**src/rtl/chroma_pkg.sv**
```systemverilog
// Shared constants and types for the 4:2:0 -> 4:4:4 chroma upsampler.
package chroma_pkg;

    localparam int unsigned Y_BEATS   = 256;
    localparam int unsigned C_BEATS   = 64;
    localparam int unsigned IN_BEATS  = 384;
    localparam int unsigned OUT_BEATS = 768;
    localparam int unsigned MCU_DIM   = 16;

    localparam int unsigned CNT_W   = 10;
    localparam int unsigned Y_IDX_W = 8;
    localparam int unsigned C_IDX_W = 6;

    typedef enum logic [1:0] {
        IDLE    = 2'd0,
        RECEIVE = 2'd1,
        SEND    = 2'd2
    } state_t;

    typedef enum logic [1:0] {
        PLANE_Y  = 2'd0,
        PLANE_CB = 2'd1,
        PLANE_CR = 2'd2,
        PLANE_NA = 2'd3
    } plane_t;

endpackage

```
**src/rtl/chroma_up_addr_map.sv**
```systemverilog
// Maps the output beat counter to a plane select and buffer read indices.
// A chroma sample at (row, col) of the 16x16 plane comes from the 8x8
// buffer at (row/2, col/2), giving 2x2 nearest-neighbour replication.
module chroma_up_addr_map
    import chroma_pkg::*;
(
    input  logic [CNT_W-1:0]   out_cnt,
    output plane_t             plane,
    output logic [Y_IDX_W-1:0] y_idx,
    output logic [C_IDX_W-1:0] c_idx
);

    // Pure bit slicing: plane from the top bits, {row[3:1], col[3:1]} for chroma
    always_comb begin
        plane = plane_t'(out_cnt[9:8]);
        y_idx = out_cnt[7:0];
        c_idx = {out_cnt[7:5], out_cnt[3:1]};
    end

endmodule

```
**src/rtl/chroma_upsampling.sv**
```systemverilog
// 4:2:0 -> 4:4:4 chroma upsampler for one 16x16 MCU.
// Buffers 256 Y + 64 Cb + 64 Cr input bytes, then streams 768 bytes
// (Y, Cb, Cr planes, each 16x16 raster) with chroma replicated 2x2.
// Optional macro CHROMA_UP_FRAMING_CHECK_EN adds a sticky err_framing
// output flagging s_axis_tlast disagreeing with the beat count.
module chroma_upsampling
    import chroma_pkg::*;
#(
    parameter int unsigned DATA_WIDTH = 8
) (
    input  logic                  aclk,
    input  logic                  areset,
    input  logic [DATA_WIDTH-1:0] s_axis_tdata,
    input  logic                  s_axis_tvalid,
    output logic                  s_axis_tready,
    input  logic                  s_axis_tlast,
    output logic [DATA_WIDTH-1:0] m_axis_tdata,
    output logic                  m_axis_tvalid,
    input  logic                  m_axis_tready,
    output logic                  m_axis_tlast
`ifdef CHROMA_UP_FRAMING_CHECK_EN
    ,
    output logic                  err_framing
`endif
);

    state_t             state_q, state_d;
    logic [CNT_W-1:0]   in_cnt_q, in_cnt_d;
    logic [CNT_W-1:0]   out_cnt_q, out_cnt_d;

    logic [DATA_WIDTH-1:0] y_buf  [Y_BEATS];
    logic [DATA_WIDTH-1:0] cb_buf [C_BEATS];
    logic [DATA_WIDTH-1:0] cr_buf [C_BEATS];

    logic                  in_hs, out_hs;
    logic                  y_we, cb_we, cr_we;
    logic [Y_IDX_W-1:0]    y_waddr;
    logic [C_IDX_W-1:0]    cb_waddr, cr_waddr;
    logic                  in_last, out_last;

    plane_t                rd_plane;
    logic [Y_IDX_W-1:0]    rd_y_idx;
    logic [C_IDX_W-1:0]    rd_c_idx;
    logic [DATA_WIDTH-1:0] rd_data;

    chroma_up_addr_map u_addr_map (
        .out_cnt (out_cnt_q),
        .plane   (rd_plane),
        .y_idx   (rd_y_idx),
        .c_idx   (rd_c_idx)
    );

    // Handshakes and buffer write decode from the input beat count
    always_comb begin
        in_hs    = (state_q == RECEIVE) && s_axis_tvalid;
        out_hs   = (state_q == SEND) && m_axis_tready;
        in_last  = (in_cnt_q == CNT_W'(IN_BEATS - 1));
        out_last = (out_cnt_q == CNT_W'(OUT_BEATS - 1));
        y_we     = in_hs && (in_cnt_q < CNT_W'(Y_BEATS));
        cb_we    = in_hs && (in_cnt_q >= CNT_W'(Y_BEATS))
                         && (in_cnt_q < CNT_W'(Y_BEATS + C_BEATS));
        cr_we    = in_hs && (in_cnt_q >= CNT_W'(Y_BEATS + C_BEATS));
        y_waddr  = Y_IDX_W'(in_cnt_q);
        cb_waddr = C_IDX_W'(in_cnt_q - CNT_W'(Y_BEATS));
        cr_waddr = C_IDX_W'(in_cnt_q - CNT_W'(Y_BEATS + C_BEATS));
    end

    // Next-state and counter logic
    always_comb begin
        state_d   = state_q;
        in_cnt_d  = in_cnt_q;
        out_cnt_d = out_cnt_q;
        case (state_q)
            IDLE: begin
                in_cnt_d  = '0;
                out_cnt_d = '0;
                state_d   = RECEIVE;
            end
            RECEIVE: begin
                if (in_hs) begin
                    in_cnt_d = in_cnt_q + CNT_W'(1);
                    if (in_last) begin
                        state_d = SEND;
                    end
                end
            end
            SEND: begin
                if (out_hs) begin
                    out_cnt_d = out_cnt_q + CNT_W'(1);
                    if (out_last) begin
                        state_d = IDLE;
                    end
                end
            end
            default: state_d = IDLE;
        endcase
    end

    // State and counter registers
    always_ff @(posedge aclk or posedge areset) begin
        if (areset) begin
            state_q   <= IDLE;
            in_cnt_q  <= '0;
            out_cnt_q <= '0;
        end else begin
            state_q   <= state_d;
            in_cnt_q  <= in_cnt_d;
            out_cnt_q <= out_cnt_d;
        end
    end

    // Sample buffers; contents are don't-care after reset
    always_ff @(posedge aclk) begin
        if (y_we)  y_buf[y_waddr]   <= s_axis_tdata;
        if (cb_we) cb_buf[cb_waddr] <= s_axis_tdata;
        if (cr_we) cr_buf[cr_waddr] <= s_axis_tdata;
    end

    // Output mux, forced to zero outside SEND
    always_comb begin
        rd_data = '0;
        case (rd_plane)
            PLANE_Y:  rd_data = y_buf[rd_y_idx];
            PLANE_CB: rd_data = cb_buf[rd_c_idx];
            PLANE_CR: rd_data = cr_buf[rd_c_idx];
            default:  rd_data = '0;
        endcase
        s_axis_tready = (state_q == RECEIVE);
        m_axis_tvalid = (state_q == SEND);
        m_axis_tdata  = (state_q == SEND) ? rd_data : '0;
        m_axis_tlast  = (state_q == SEND) && out_last;
    end

`ifdef CHROMA_UP_FRAMING_CHECK_EN
    logic err_framing_q, err_framing_d;

    // Sticky flag: tlast must be set exactly on the final counted input beat
    always_comb begin
        err_framing_d = err_framing_q;
        if (in_hs && (s_axis_tlast != in_last)) begin
            err_framing_d = 1'b1;
        end
    end

    // Framing error register
    always_ff @(posedge aclk or posedge areset) begin
        if (areset) begin
            err_framing_q <= 1'b0;
        end else begin
            err_framing_q <= err_framing_d;
        end
    end

    assign err_framing = err_framing_q;
`else
    logic unused_tlast;
    assign unused_tlast = s_axis_tlast;
`endif

endmodule

```
**config.mk**
```make
export PLATFORM = sky130hd
export DESIGN_NAME = chroma_upsampling
export DESIGN_NICKNAME = d
export VERILOG_FILES = /design/src/rtl/chroma_pkg.sv /design/src/rtl/chroma_up_addr_map.sv /design/src/rtl/chroma_upsampling.sv
export SDC_FILE = /design/constraint.sdc
export NUM_CORES = 2
export LEC_CHECK = 0
export BUFFER_PORTS_ARGS = -buffer_cell sky130_fd_sc_hd__buf_2
export CELL_PAD_IN_SITES_DETAIL_PLACEMENT = 1
export CELL_PAD_IN_SITES_GLOBAL_PLACEMENT = 1
export CORE_ASPECT_RATIO = 1.2
export CORE_MARGIN = 2
export CORE_UTILIZATION = 51
export CTS_CLUSTER_SIZE = 30
export DETAILED_ROUTE_END_ITERATION = 8
export PLACE_DENSITY = 0.75
export RECOVER_POWER = 50
export SLEW_MARGIN = 20
export SYNTH_ARGS = -nofsm -noshare
export SYNTH_HDL_FRONTEND = slang
export SYNTH_HIERARCHICAL = 1
export SYNTH_SLANG_ARGS = --single-unit
```
**constraint.sdc**
```tcl
create_clock -name aclk -period 3.3 [get_ports aclk]
set_input_delay 0.66 -clock aclk [delete_from_list [all_inputs] [get_ports aclk]]
set_output_delay 0.66 -clock aclk [all_outputs]
set_load 0.01 [all_outputs]
```
**Word level (Yosys, flattened, before mapping)**

Memory sizes are Yosys's and may differ from the RTL's.
Index checks and enable logic that the tools add are counted.

- Word-level logic and storage cells: 55
- Bits in writable memories: 3,072
- Bits of input ports: 13
- Memories: 3
- Flip-flop bits (word level): 22

Memory list:

| memory | depth | bits a word | read ports | clocked after memory_dff | wr ports | RTL line | RTL |
|---|---|---|---|---|---|---|---|
| y_buf | 256 | 8 | 1 | 0 | 1 | chroma_upsampling.sv:31 | `logic [DATA_WIDTH-1:0] y_buf [Y_BEATS];` |
| cb_buf | 64 | 8 | 1 | 0 | 1 | chroma_upsampling.sv:32 | `logic [DATA_WIDTH-1:0] cb_buf [C_BEATS];` |
| cr_buf | 64 | 8 | 1 | 0 | 1 | chroma_upsampling.sv:33 | `logic [DATA_WIDTH-1:0] cr_buf [C_BEATS];` |

- $lt $le $gt $ge: 4
- Eq/ne operators: 10
- Reductions and logical operators: 14
- Add/sub/neg operators: 4
- Muxes and demuxes: 17

Operator list:

| kind | number |
|---|---|
| 10-bit case mux with 2 select lines | 2 |
| 8-bit case mux with 3 select lines | 1 |
| 10-bit by 1-bit adder with 10-bit output (second input constant) | 2 |
| 10-bit by 9-bit >= comparator with 1-bit output (second input constant) | 2 |
| 10-bit by 9-bit less-than comparator with 1-bit output (second input constant) | 2 |
| 10-bit two-way mux | 2 |
| 6-bit by 1-bit subtractor with 6-bit output (second input constant) | 2 |
| 10-bit equality test (second input constant) | 1 |
| 10-bit by 9-bit equality test with 1-bit output (second input constant) | 1 |
| 2-bit two-way mux | 4 |
| 8-bit two-way mux | 1 |
| 2-bit by 1-bit inequality test with 1-bit output (second input constant) | 4 |
| 1-bit logical AND | 7 |
| 1-bit two-way mux | 6 |
| 2-bit case mux with 3 select lines | 1 |
| 2-bit by 1-bit equality test with 1-bit output (second input constant) | 2 |
| 2-bit equality test (second input constant) | 2 |
| 2-bit zero test | 2 |
| 2-bit AND reduction | 2 |
| 4-bit AND reduction | 1 |
| 2-bit nonzero test | 2 |

**Longest topological paths before layout**

- Depth after elaboration: 6
- Depth in mapped cells: 14

**By module**

Netlist, hierarchy kept.

Modules (own cells, without submodules):

| module | instances | cells an instance | area an instance (um^2) | seq. area each (um^2) |
|---|---|---|---|---|
| chroma_upsampling | 1 | 5,621 | 120,448.0 | 92,799.0 |
| chroma_up_addr_map | 1 | 16 | 120.1 | 0.0 |

**Worst setup path before layout**

OpenSTA, ideal clock, no wires.

- Path type: flip-flop to output port
- From: reg out_cnt_q[1]
- To: out m_axis_tdata[2]
- Setup slack: -1 ps
- Cell stages (with the launch flop): 10
- Required time: 2,640 ps
- Arrival: 2,641 ps
- Path through: dfrtp_1 -> buf_4 -> clkbuf_1 -> buf_2 -> buf_2 -> mux4_2 -> mux4_2 -> a22oi_1 -> nand4_1 -> a32o_1

- Word-level cells in the longest chain between the ends: 3
- Elaborated cells on any way between the ends: 5

RTL lines:

| item | RTL line | RTL |
|---|---|---|
| from (decl) | chroma_upsampling.sv:29 | `logic [CNT_W-1:0] out_cnt_q, out_cnt_d;` |
| from (signal assigned) | chroma_upsampling.sv:108 | `out_cnt_q <= out_cnt_d;` |
| memory 256 x 8 bit, or another cell as far along | -- |  |
| 8-bit case mux with 3 select lines (*) | chroma_upsampling.sv:122 | `case (rd_plane)` |
| 8-bit two-way mux (*) | chroma_upsampling.sv:130 | `m_axis_tdata = (state_q == SEND) ? rd_data : '0;` |
| to (decl) | chroma_upsampling.sv:17 | `output logic [DATA_WIDTH-1:0] m_axis_tdata,` |

Mark *: on every way between the ends. The rest lies on a longest branch, timed or not.

**Final worst setup path**

- From: reg out_cnt_q[2]
- To: out m_axis_tdata[5]

Same word-level chain as after synthesis.

==> out/qor_table.md <==
| Metric | Value | Unit |
| --- | --- | --- |
| Status | finished with violations | - |
| Failing checks | max-capacitance violations, max-slew violations, negative setup slack | - |
| Worst-path cell with the longest stage delay | sky130_fd_sc_hd__mux4_2 | - |
| Number of detailed-route iterations in the first pass | 6 | - |
| Die area | 240000 | um^2 |
| Actual slew at the worst max-slew pin | 2950 | ps |
| Count of hold-fix buffers inserted at cts | 0 | - |
| DRC | 0 | - |
| Synthesized Nets | 5655 | - |
| Worst vdd ir | 0.708 | mV |
| Crit path max fanout | 32 | - |
| Post-synth EDFFs | 3072 | - |
| Dominant cells by area after synthesis | sky130_fd_sc_hd__edfxtp_1 77%, sky130_fd_sc_hd__mux4_2 14%, sky130_fd_sc_hd__mux2i_1 1.8% | - |
| Maximum clock rate | 190 | MHz |
| Placement Rows | 195 | - |
| Max Buffers Root-to-Sink | 4 | - |
| Synth-to-Final Area Change | 18.9 | % |
| Count of yosys warnings during synthesis | 6 | - |
| Number of storage elements in the synthesis netlist | 3094 | - |
| Number of H-tree levels | 5 | - |
| Leak pwr | 45.3 | nW |
| RSZ-0062 raised after global routing | true | - |
| Worst setup path category | reg -> out | - |
| Total number of vias | 66254 | - |
| Total negative setup slack | -20750 | ps |
| Number of antenna violations at the first check in global routing | 10 | - |
| Average instance area after synthesis | 21.4 | um^2 |
| # Max-Cap Violations | 11 | - |
| Cell type with the highest aggregate area in the netlist | sky130_fd_sc_hd__edfxtp_1 | - |
| Chain of cells forming the critical path | buf_6 -> buf_4 -> buf_12 -> mux4_2 -> mux4_2 -> a22oi_1 -> buf_4 -> nand4_1 -> buf_4 -> a22o_4 -> buf_6 | - |
| TritonCTS buffer count | 309 | - |
| Clock tree from TritonCTS | built | - |
| Total power of the final layout | 80.1 | mW |
| Initial DRC Count | 8512 | - |
| Number of library cell types mapped by synthesis | 69 | - |
| Clock transition at path regs | 70 | ps |
| Total global routing overflow | 0 | - |
| Setup WS post-layout | -1970 | ps |
| Launching element type of the critical path | register | - |
| Buffers on Ports | 22 | - |
| Worst path max stage delay | 560 | ps |
| Sequential fraction of the synthesis area | 77.0 | % |
| Clock sink count | 3094 | - |
| Required time of the worst setup path | 2640 | ps |
| Type of destination of the critical path | output pin | - |
| Area of the placeable core | 235000 | um^2 |
| Overall die height | 537 | um |
| Ratio of final minimum period to clock period | 160 | % |
| CP arrival | 4610 | ps |
| Final-stage net count | 6815 | - |
| Type of the tightest min-delay check | in -> async | - |
| Final core occ | 60.9 | % |
| Max Clock Skew | 44.3 | ps |
| Fin crit period | 5270 | ps |
| Most frequent CP cell | sky130_fd_sc_hd__buf_4 | - |
| Max-slew violation count | 1071 | - |
| Die extent in x | 448 | um |
| Global-route wire length before repair | 525 | mm |
| Count of endpoints failing setup in the final report | 237 | - |
| Share of final-layout standard cells stronger than drive strength 1 | 35.2 | % |
| Cell at the root of the clock tree | sky130_fd_sc_hd__clkbuf_16 | - |
| Post-detailed-placement half-perimeter wirelength | 233 | mm |
| Area of the mapped netlist | 121000 | um^2 |
| Starting density of the core | 51.3 | % |
| Detail-routed via count per cell | 6.50 | - |
| Pwr dens | 559 | nW/um^2 |
| Worst slew margin | -96.5 | % |
| Antenna viol nets, final | 0 | - |
| Routability Congestion | 0.934 | - |
| Number of global-route vias before repair | 70157 | - |
| I/O pin count | 24 | - |
| Total length of routed wires | 373 | mm |
| Routed length per instance | 36.6 | um |
| Number of hold violations in the final report | 0 | - |
| Primary flip-flop cell chosen by synthesis mapping | sky130_fd_sc_hd__edfxtp_1 | - |
| Number of instances in the synthesized netlist | 5637 | - |
| Async S/R FF share, synth | 0.711 | % |
| Worst-skew pair later-pin latency | 900 | ps |
| Pin count of the biggest net entering global routing | 141 | - |
| Area share of the largest cell type after synthesis | 76.5 | % |
| Total routing usage reported by global routing | 30.8 | % |
==> placed cells by master, fill, tap and decap left out, types with 38 or more instances in the layout <==
cell                           n
sky130_fd_sc_hd__a21oi_1      70
sky130_fd_sc_hd__buf_12       80
sky130_fd_sc_hd__buf_4       992
sky130_fd_sc_hd__buf_6        38
sky130_fd_sc_hd__clkbuf_1     70
sky130_fd_sc_hd__clkbuf_16   322
sky130_fd_sc_hd__clkinv_1     76
sky130_fd_sc_hd__clkinv_2     38
sky130_fd_sc_hd__edfxtp_1   3072
sky130_fd_sc_hd__mux2i_1     209
sky130_fd_sc_hd__mux4_2      759
sky130_fd_sc_hd__nand2_1      88
sky130_fd_sc_hd__nor2_1      427
sky130_fd_sc_hd__nor3_1       45
sky130_fd_sc_hd__o21ai_0      39
sky130_fd_sc_hd__o22ai_1      89
==> state kept, by name, summed over array words and instances (netlist names) <==
register,cells
state_q,2
y_buf,2048
out_cnt_q,10
cb_buf,512
in_cnt_q,10
cr_buf,512
==> final cells by class <==
type / instances / area, um^2
clock inverters: 171 / 1490
flip-flops and latches: 3094 / 92800
clock buffers: 379 / 8240
fillers: 19681 / 91900
inverters: 13 / 48.8
repair buffers: 1208 / 10600
multi-input cells: 2171 / 26100
well taps: 3152 / 3940
diodes: 4 / 10.0
==> kinds of logic (layout without fill, tap and decap cells) <==
| family | count (synthesis) | in the layout | share of synthesized area, % |
|---|---|---|---|
| AOI/OAI and AO/OA | 424 | 424 | 2.41 |
| buffers and inverters | 372 | 1771 | 1.69 |
| adders and majority gates | 5 | 5 | 0.0519 |
| muxes | 984 | 984 | 16.1 |
| other | 0 | 4 | 0 |
| xor gates and xnor gates | 6 | 6 | 0.0436 |
| and+or+nand+nor | 752 | 752 | 2.76 |
| DFF | 3094 | 3094 | 77.0 |
==> critical path: cells and delay by family (launching register included) <==
| kind | cells | cell delay [ps] |
|---|---|---|
| buffers and inverters | 6 | 1330 |
| muxes | 2 | 930 |
| and+or+nand+nor | 1 | 530 |
| AOI/OAI and AO/OA | 2 | 460 |
| DFF | 1 | 440 |
==> power breakdown <==
| part | leakage (nW) | internal (mW) | total [mW] | switching, mW |
|---|---|---|---|---|
| registers | 27.9 | 43.3 | 43.4 | 0.0885 |
| clock network | 4.73 | 19.6 | 34.8 | 15.2 |
| logic | 12.7 | 0.242 | 1.94 | 1.70 |
==> path summary, 6_finish.rpt <==
| check | end | slack [ps] | cells past startpoint | from |
|---|---|---|---|---|
| setup / recovery | m_axis_tdata[5] | -1970 | 11 | out_cnt_q[2] |
| hold / removal | in_cnt_q[8] | 40 | 2 | areset |
| setup reg to reg | y_buf[157][5] | 80 | 10 | state_q[1] |
| hold reg to reg | in_cnt_q[9] | 510 | 1 | in_cnt_q[9] |
| max in group asynchronous | out_cnt_q[2] | 2510 | 2 | areset |
| min in group aclk | state_q[1] | 180 | 4 | m_axis_tready |
==> per-layer routing <==
layer | vias to the layer above | routed length [um] | track usage [%]
met5 | - | 67 | 0
met4 | 10 | 26300 | 17.3
met3 | 1125 | 32700 | 5.49
met2 | 4265 | 185000 | 51.2
met1 | 34964 | 129000 | 38.4
li1 | 25890 | - | -
==> per-stage QoR <==
stage	setup WS, ps	cell area, um^2	instances	hold slack (ps)
floorplan	-0.656	121000	5637	461
global placement	-1430	133000	9550	488
detailed placement	-1450	133000	9550	504
CTS	-1820	143000	10146	24.1
global route	-1970	143000	10189	110
finish	-1970	143000	10192	43.1
==> synthesized netlist by cell type, types with 21 or more instances <==
master / number
sky130_fd_sc_hd__mux2i_1: 212
sky130_fd_sc_hd__edfxtp_1: 3072
sky130_fd_sc_hd__a22oi_1: 61
sky130_fd_sc_hd__nor2b_1: 38
sky130_fd_sc_hd__o22ai_1: 89
sky130_fd_sc_hd__a21oi_1: 72
sky130_fd_sc_hd__dfrtp_1: 22
sky130_fd_sc_hd__nor2_1: 431
sky130_fd_sc_hd__clkbuf_1: 147
sky130_fd_sc_hd__o221ai_1: 35
sky130_fd_sc_hd__buf_6: 31
sky130_fd_sc_hd__nor4_1: 22
sky130_fd_sc_hd__nor3_1: 49
sky130_fd_sc_hd__a211oi_1: 36
sky130_fd_sc_hd__o21ai_0: 39
sky130_fd_sc_hd__nand2b_1: 21
sky130_fd_sc_hd__nand3_1: 40
sky130_fd_sc_hd__buf_1: 29
sky130_fd_sc_hd__buf_2: 86
sky130_fd_sc_hd__buf_4: 60
sky130_fd_sc_hd__nand2_1: 91
sky130_fd_sc_hd__mux4_2: 759
==> what timing repair did <==
item,4_1_cts,5_1_grt
resized for setup,88,65
buffers inserted,40,41
hold endpoints to repair,0,0
pin swaps,17,29
cloned,7,5
setup endpoints to repair,9,86
Note: power is estimated with default switching activity, not from simulation.
